File: config.mk
export PLATFORM = sky130hd
export DESIGN_NAME = seven_seg_mux_scanner
export DESIGN_NICKNAME = d
export VERILOG_FILES = /design/src/rtl/seven_seg_mux_scanner.sv
export SDC_FILE = /design/constraint.sdc
export NUM_CORES = 1
export LEC_CHECK = 0
export ABC_AREA = 0
export CORE_MARGIN = 5
export CORE_UTILIZATION = 52
export CTS_CLUSTER_SIZE = 25
export DETAILED_ROUTE_END_ITERATION = 7
export PLACE_DENSITY = 0.83
export RECOVER_POWER = 25
export SLEW_MARGIN = 40
export SYNTH_ARGS = -nofsm -noshare
export SYNTH_HDL_FRONTEND = slang
export SYNTH_SLANG_ARGS = --single-unit
File: constraint.sdc
create_clock -name clk -period 5.4 [get_ports clk]
set_input_delay 0.81 -clock clk [delete_from_list [all_inputs] [get_ports clk]]
set_output_delay 0.81 -clock clk [all_outputs]
set_load 0.03 [all_outputs]
File: src/rtl/seven_seg_mux_scanner.sv
`default_nettype none
// ============================================================================
// Module   : seven_seg_mux_scanner
// Brief    : Multiplexed common-anode seven-segment scanner with PWM
//            brightness, per-digit enable, decimal points and leading-zero
//            blanking. All pin outputs are active-low and registered.
// Revision : 1.0  initial release
// ============================================================================
module seven_seg_mux_scanner #(
    parameter  int NUM_DIGITS = 4,
    parameter  int SCAN_LOG2  = 16,
    parameter  int BRIGHT_W   = 3,
    localparam int IDX_W      = (NUM_DIGITS > 1) ? $clog2(NUM_DIGITS) : 1
) (
    input  logic                    clk,
    input  logic                    reset,
    input  logic [4*NUM_DIGITS-1:0] digits,
    input  logic [NUM_DIGITS-1:0]   dp,
    input  logic [NUM_DIGITS-1:0]   digit_en,
    input  logic                    lz_blank,
    input  logic [BRIGHT_W-1:0]     brightness,
    output logic [NUM_DIGITS-1:0]   anode,
    output logic [6:0]              seg,
    output logic                    dp_n,
    output logic [IDX_W-1:0]        scan_idx
);

    localparam logic [IDX_W-1:0] c_last_idx = IDX_W'(NUM_DIGITS - 1);
    localparam logic [6:0]       c_seg_off  = 7'h7F;

    logic [SCAN_LOG2-1:0]  r_pcnt;
    logic [IDX_W-1:0]      r_idx;
    logic [NUM_DIGITS-1:0] r_anode;
    logic [6:0]            r_seg;
    logic                  r_dp_n;

    logic [NUM_DIGITS-1:0] w_supp;
    logic                  w_run_zero;
    logic [3:0]            w_val;
    logic                  w_dp;
    logic                  w_en;
    logic                  w_sup_sel;
    logic                  w_pwm_on;
    logic                  w_lit;
    logic [NUM_DIGITS-1:0] w_anode;
    logic [6:0]            w_seg;
    logic                  w_dp_n;

    function automatic logic [6:0] f_hex_to_seg(input logic [3:0] v);
        case (v)
            4'h0: f_hex_to_seg = 7'h40;
            4'h1: f_hex_to_seg = 7'h79;
            4'h2: f_hex_to_seg = 7'h24;
            4'h3: f_hex_to_seg = 7'h30;
            4'h4: f_hex_to_seg = 7'h19;
            4'h5: f_hex_to_seg = 7'h12;
            4'h6: f_hex_to_seg = 7'h02;
            4'h7: f_hex_to_seg = 7'h78;
            4'h8: f_hex_to_seg = 7'h00;
            4'h9: f_hex_to_seg = 7'h10;
            4'hA: f_hex_to_seg = 7'h08;
            4'hB: f_hex_to_seg = 7'h03;
            4'hC: f_hex_to_seg = 7'h46;
            4'hD: f_hex_to_seg = 7'h21;
            4'hE: f_hex_to_seg = 7'h06;
            default: f_hex_to_seg = 7'h0E;
        endcase
    endfunction

    // A digit is blank-able when it and every more-significant digit is a
    // zero with no decimal point; the rightmost digit always shows.
    always_comb begin
        w_run_zero = 1'b1;
        w_supp     = '0;
        for (int j = NUM_DIGITS - 1; j >= 0; j--) begin
            w_run_zero = w_run_zero & (digits[4*j +: 4] == 4'h0) & ~dp[j];
            w_supp[j]  = (j != 0) & w_run_zero;
        end
    end

    always_comb begin
        w_val     = 4'h0;
        w_dp      = 1'b0;
        w_en      = 1'b0;
        w_sup_sel = 1'b0;
        for (int i = 0; i < NUM_DIGITS; i++) begin
            if (r_idx == IDX_W'(i)) begin
                w_val     = digits[4*i +: 4];
                w_dp      = dp[i];
                w_en      = digit_en[i];
                w_sup_sel = w_supp[i];
            end
        end
    end

    assign w_pwm_on = (&brightness) || (r_pcnt[SCAN_LOG2-1 -: BRIGHT_W] < brightness);
    assign w_lit    = w_en && !(lz_blank && w_sup_sel) && w_pwm_on;

    always_comb begin
        w_anode = '1;
        for (int i = 0; i < NUM_DIGITS; i++) begin
            if (w_lit && (r_idx == IDX_W'(i))) begin
                w_anode[i] = 1'b0;
            end
        end
        w_seg  = w_lit ? f_hex_to_seg(w_val) : c_seg_off;
        w_dp_n = w_lit ? ~w_dp : 1'b1;
    end

    always_ff @(posedge clk) begin
        if (reset) begin
            r_pcnt  <= '0;
            r_idx   <= '0;
            r_anode <= '1;
            r_seg   <= c_seg_off;
            r_dp_n  <= 1'b1;
        end else begin
            r_pcnt <= r_pcnt + 1'b1;
            if (&r_pcnt) begin
                r_idx <= (r_idx == c_last_idx) ? '0 : r_idx + 1'b1;
            end
            r_anode <= w_anode;
            r_seg   <= w_seg;
            r_dp_n  <= w_dp_n;
        end
    end

    assign anode    = r_anode;
    assign seg      = r_seg;
    assign dp_n     = r_dp_n;
    assign scan_idx = r_idx;

endmodule
`default_nettype wire
## After elaboration in Yosys (flattened, before gate mapping)

Memories as Yosys holds them, arrays and structs flattened. A register that Yosys moved wholly into a read port is not among the register bits.
Index checks and enable logic that the tools add are counted.

- Add/subtract/negate cells: 2
- Multiplexer cells: 20
- Magnitude comparators: 1
- Reduce and logical (&&, ||, !) cells: 16
- Bitwise operators: 10
- Equal/unequal tests: 3

Operators by type and width:

| kind | count |
|---|---|
| $add A16 B1 Y16 const B | 1 |
| $mux W4 | 4 |
| $reduce_and A16 Y1 | 1 |
| $mux W1 | 15 |
| $logic_not A4 Y1 | 3 |
| $logic_and A1 B1 Y1 | 7 |
| $and A1 B1 Y1 | 5 |
| $not A1 Y1 | 5 |
| $eq A2 B2 Y1 const B | 2 |
| $lt A3 B3 Y1 | 1 |
| $reduce_and A3 Y1 | 1 |
| $add A2 B1 Y2 const B | 1 |
| $eq A2 B1 Y1 const B | 1 |
| $logic_not A2 Y1 | 1 |
| $mux W2 | 1 |
| $reduce_or A2 Y1 | 1 |
| $logic_not A1 Y1 | 1 |
| $logic_or A1 B1 Y1 | 1 |

- Input bits: 30
- Word-level logic and storage cells: 57
- Bits in read-only memories: 112
- Output and inout port bits: 14
- Register bits after elaboration: 23
- Memories: 1

Memories:

| memory | depth | bits a word | rd ports | clocked after Yosys merged registers in | write ports | line | text |
|---|---|---|---|---|---|---|---|
| (no name shown) | 16 | 7 | 1 | 1 | 0 | 50 | `case (v)` |

## Longest topological paths before layout

- Depth after elaboration: 15
- Gate-level depth with buffers: 11
- Mapped depth without buffers: 11

## Worst setup path before layout

OpenSTA, ideal clock, no wires.

- Path kind: flip-flop to flip-flop
- Start point: register r_idx[1] (netlist: scan_idx[1])
- End point: register r_seg[3] (netlist: seg[3])
- Arrival time: 2147 ps
- Stages on the path, launching flop included: 10
- Slack: 3129 ps
- Required time: 5275 ps
- Library setup time: 125 ps
- Path through: dfxtp_1 > inv_1 > ha_1 > and2b_4 > a22oi_2 > a221o_1 > ha_1 > a21oi_1 > a211oi_1 > o21ai_0

- Word-level cells in the longest chain between the ends: 10

Ends and longest elaborated chain:

| element | line | text |
|---|---|---|
| from (decl) | 32 | `logic [IDX_W-1:0] r_idx;` |
| from (signal assigned) | 120 | `r_idx <= (r_idx == c_last_idx) ? '0 : r_idx + 1'b1;` |
| $eq A2 B1 Y1 | 87 | `if (r_idx == IDX_W'(i)) begin` |
| $mux W1 (3 in a row) | 87 |  |
| $logic_and A1 B1 Y1 | 97 | `assign w_lit = w_en && !(lz_blank && w_sup_sel) && w_pwm_on;` |
| $logic_not A1 Y1 | 97 |  |
| $logic_and A1 B1 Y1 (2 in a row) | 97 |  |
| $not A1 Y1 (no source line) | - |  |
| $reduce_or A2 Y1 (no source line) | - |  |
| to (decl) | 34 | `logic [6:0] r_seg;` |

Several ways; a longest one is shown, not always the timed one.
A chain may end at the register's enable or synchronous reset.

## Worst setup path in the final report

- Start point: input port brightness[2]
- End point: register r_seg[3] (netlist: seg[3])

- Word-level cells in the longest chain between the ends: 5

Ends and longest elaborated chain:

| element | line | text |
|---|---|---|
| from (decl) | 21 | `input logic [BRIGHT_W-1:0] brightness,` |
| $lt A3 B3 Y1 / $reduce_and A3 Y1 (equally long branches) | 96 | `assign w_pwm_on = (&brightness) \|\| (r_pcnt[SCAN_LOG2-1 -: BRIGHT_W] < brightness);` |
| $logic_or A1 B1 Y1 * | 96 |  |
| $logic_and A1 B1 Y1 * | 97 |  |
| $not A1 Y1 (no source line) * | - |  |
| $reduce_or A2 Y1 (no source line) * | - |  |

Every way passes the cells marked *; elsewhere a longest branch is shown, timed or not.

==> flow_metrics.py <==
metrics = {
    "yosys": {
        "async_flop_share": 0,
        "synth-edff-count": 0,
        "syn_area_sq_mm": 0.00172,
        "synth_area_leader_cell": "dfxtp_1",
        "avgSynthCellArea_sq_um": 8.71,
        "synth_seq_cells": 30,
        "yosysTopAreaCellShare": 0.350,
        "synth_warnings": 0,
        "netlist-cell-type-count": 49,
        "syn_nets": 240,
        "synthCells": 197,
        "synth_ff_type": "dfxtp_1",
        "synth_area_leaders": "dfxtp_1 (35%), ha_1 (9.5%), nor2_1 (5.0%), nand2_1 (4.6%), xor2_1 (4.6%)",
        "ys_seq_area_frac": 0.350,
    },
    "flow_run": {
        "drv_cap": 0,
    },
    "sta": {
        "fin_crit_sh": 0.472,
        "slew_violations": 0,
        "tns_ns": 0,
        "setup_viol_count_final": 0,
        "hold_viol": 0,
        "fin_crit_ns": 2.55,
        "rsz0062_at_grt": "false",
        "worst_pin_slew_ns": 0.787,
        "fin_hold_ws_ns": 0.494,
        "fin_skew_ns": 0.0120,
        "slew-limit-headroom": 0.474,
        "fmax_mhz": 392,
    },
    "die": {
        "rows": 20,
        "die_height_um": 67.4,
        "start_util": 0.553,
        "io_pins": 44,
        "fp.dieW_um": 67.4,
        "die-area_sq_mm": 0.00455,
        "coreArea_sq_mm": 0.00310,
    },
    "global_route": {
        "grt_max_degree": 21,
        "antenna_found_initial": 0,
        "grt_pass1_wl_mm": 6.76,
        "grt_pass1_vias": 1551,
        "grt.overflow.total": 0,
        "track_usage": 0.199,
    },
    "place": {
        "dp_hpwl_mm": 3.09,
        "place_area_sq_mm": 0.00216,
        "port_buffers": 43,
        "place_inst": 278,
        "gp_congestion": 0.912,
    },
    "setup_path": {
        "cp-start-kind": "input pin",
        "worstSetupPathType": "in2reg",
        "required_ns": 5.58,
        "crit_buf_inv": 2,
        "cp_data_arrival_time_ns": 2.73,
        "path_delay_family": "simple AND/OR/NAND/NOR gates",
        "path_cells": "clkdlybuf4s50_1 > inv_1 > ha_1 > a21oi_1 > a32oi_1 > nor4_4 > o21ai_0",
        "max_stage_delay_ns": 0.63,
        "cp_max_fo": 12,
        "endpoint_kind": "flop",
        "critPathSlowestCell": "nor4_4",
    },
    "clock_tree": {
        "cts_tree": "yes",
        "clockRootBuffer": "clkbuf_4",
        "cts-resized-gates": 0,
        "cts.path.max_buffers": 2,
        "clk_latency_ns": 0.33,
        "cts_hold_buf": 0,
        "cts_num_sinks": 30,
        "numCtsBuffers": 5,
        "htree_num_levels": 2,
        "path_clk_slew_ns": 0.10,
        "cts_setup_buffers": 0,
    },
    "pwr": {
        "irDropWorstVdd_mv": 0.160,
        "cellPowerDensity_mw_per_mm2": 200,
        "cellLeakagePower_uw": 0.000859,
        "p_total_uw": 444,
    },
    "final_layout": {
        "fillers": 263,
        "diodes": 0,
        "fin_nets": 284,
        "area_growth_pct": 29.7,
        "design_area_sq_mm": 0.00222,
        "drive_above_1_share": 0.0909,
        "stdcell_count": 286,
        "register_area_sq_um": 601,
        "multiInputGateArea_sq_mm": 0.00103,
    },
    "detailed_routing": {
        "finalWirelength_mm": 3.89,
        "vias_per_cell": 5.33,
        "antenna_left": 0,
        "drcViolationCount": 0,
        "first_iter_violations": 102,
        "dr.pass1.iters": 4,
        "via_count": 1524,
        "drt-wirelength-per-cell_um": 13.6,
    },
    "run_status": {
        "outcome": "completed",
    },
    "hold_path": {
        "hp-class": "reg2reg",
    },
}
==> cells in the mapped netlist, types with 2 or more instances <==
cell	instances
a211oi_1	4
a21oi_1	5
and2_1	2
and3_1	4
dfxtp_1	30
ha_1	13
inv_1	12
nand2_1	21
nand2b_1	2
nand3_1	12
nand3b_1	3
nand4_1	2
nor2_1	23
nor2_2	2
nor3_1	6
nor4_1	2
nor4_2	2
o211ai_1	4
o211ai_2	2
o21ai_0	3
o31ai_1	3
xnor2_1	5
xor2_1	9
==> layout by cell type (no fill, tap or decap), types with 2 or more instances in the layout <==
master,instances
a211oi_1,4
a21oi_1,5
and2_1,2
and3_1,4
clkbuf_4,5
clkdlybuf4s50_1,42
dfxtp_1,30
ha_1,13
inv_1,12
nand2_1,21
nand2b_1,2
nand3_1,12
nand3b_1,3
nand4_1,2
nor2_1,23
nor2_2,2
nor3_1,6
nor4_1,2
o211ai_1,4
o211ai_2,2
o21ai_0,3
o31ai_1,3
xnor2_1,5
xor2_1,9
==> power breakdown <==
part | internal (uW) | switching, uW
Clock | 63.0 | 76.9
Combinational | 39.0 | 35.5
Sequential | 227 | 2.95
==> registers in the layout, summed over array words and instances, names as in the netlist <==
| name | flops |
|---|---|
| anode | 4 |
| dp_n | 1 |
| r_pcnt | 16 |
| scan_idx | 2 |
| seg | 7 |
==> layout make-up <==
cell class,instances,area share
Clock inverter,1,0.00225
Timing Repair Buffer,43,0.193
Sequential cell,30,0.270
Tap cell,44,0.0247
Multi-Input combinational cell,149,0.465
Inverter,12,0.0202
Clock buffer,7,0.0247
==> metrics by stage <==
step,utilization,setup WS (ns)
finish,0.717,2.85
global route,0.717,2.62
CTS,0.717,2.85
detailed placement,0.698,2.47
global placement,0.695,2.25
floorplan,-,3.13
==> layer usage <==
metal | vias to the layer above | share of wire | wire [um] | GRT usage
li1 | 777 | - | - | -
met1 | 696 | 0.46 | 1770 | 0.246
met2 | 38 | 0.47 | 1820 | 0.315
met3 | 13 | 0.047 | 184 | 0.0549
met4 | 0 | 0.028 | 109 | 0.101
met5 | - | 0 | 0 | 0
==> cell families after synthesis <==
| family | after synthesis | synth area share |
|---|---|---|
| AND/OR/NAND/NOR | 87 | 0.256 |
| AO/OA/AOI/OAI | 32 | 0.154 |
| flip-flops | 30 | 0.350 |
| buffers and inverters | 18 | 0.0525 |
| XOR/XNOR | 14 | 0.0715 |
| adder cells (fa/ha/maj) | 13 | 0.0948 |
| multiplexers | 3 | 0.0211 |
==> final timing paths <==
check	start	to	slack, ns	depth (start not counted)
worst min-delay path	r_pcnt[0]	r_pcnt[0]	0.49	1
worst max-delay path	brightness[2]	seg[3]	2.85	7
worst max register to register	scan_idx[1]	seg[3]	2.94	11
worst min register to register	r_pcnt[0]	r_pcnt[0]	0.49	1
Note: power is estimated with default switching activity, not from simulation.
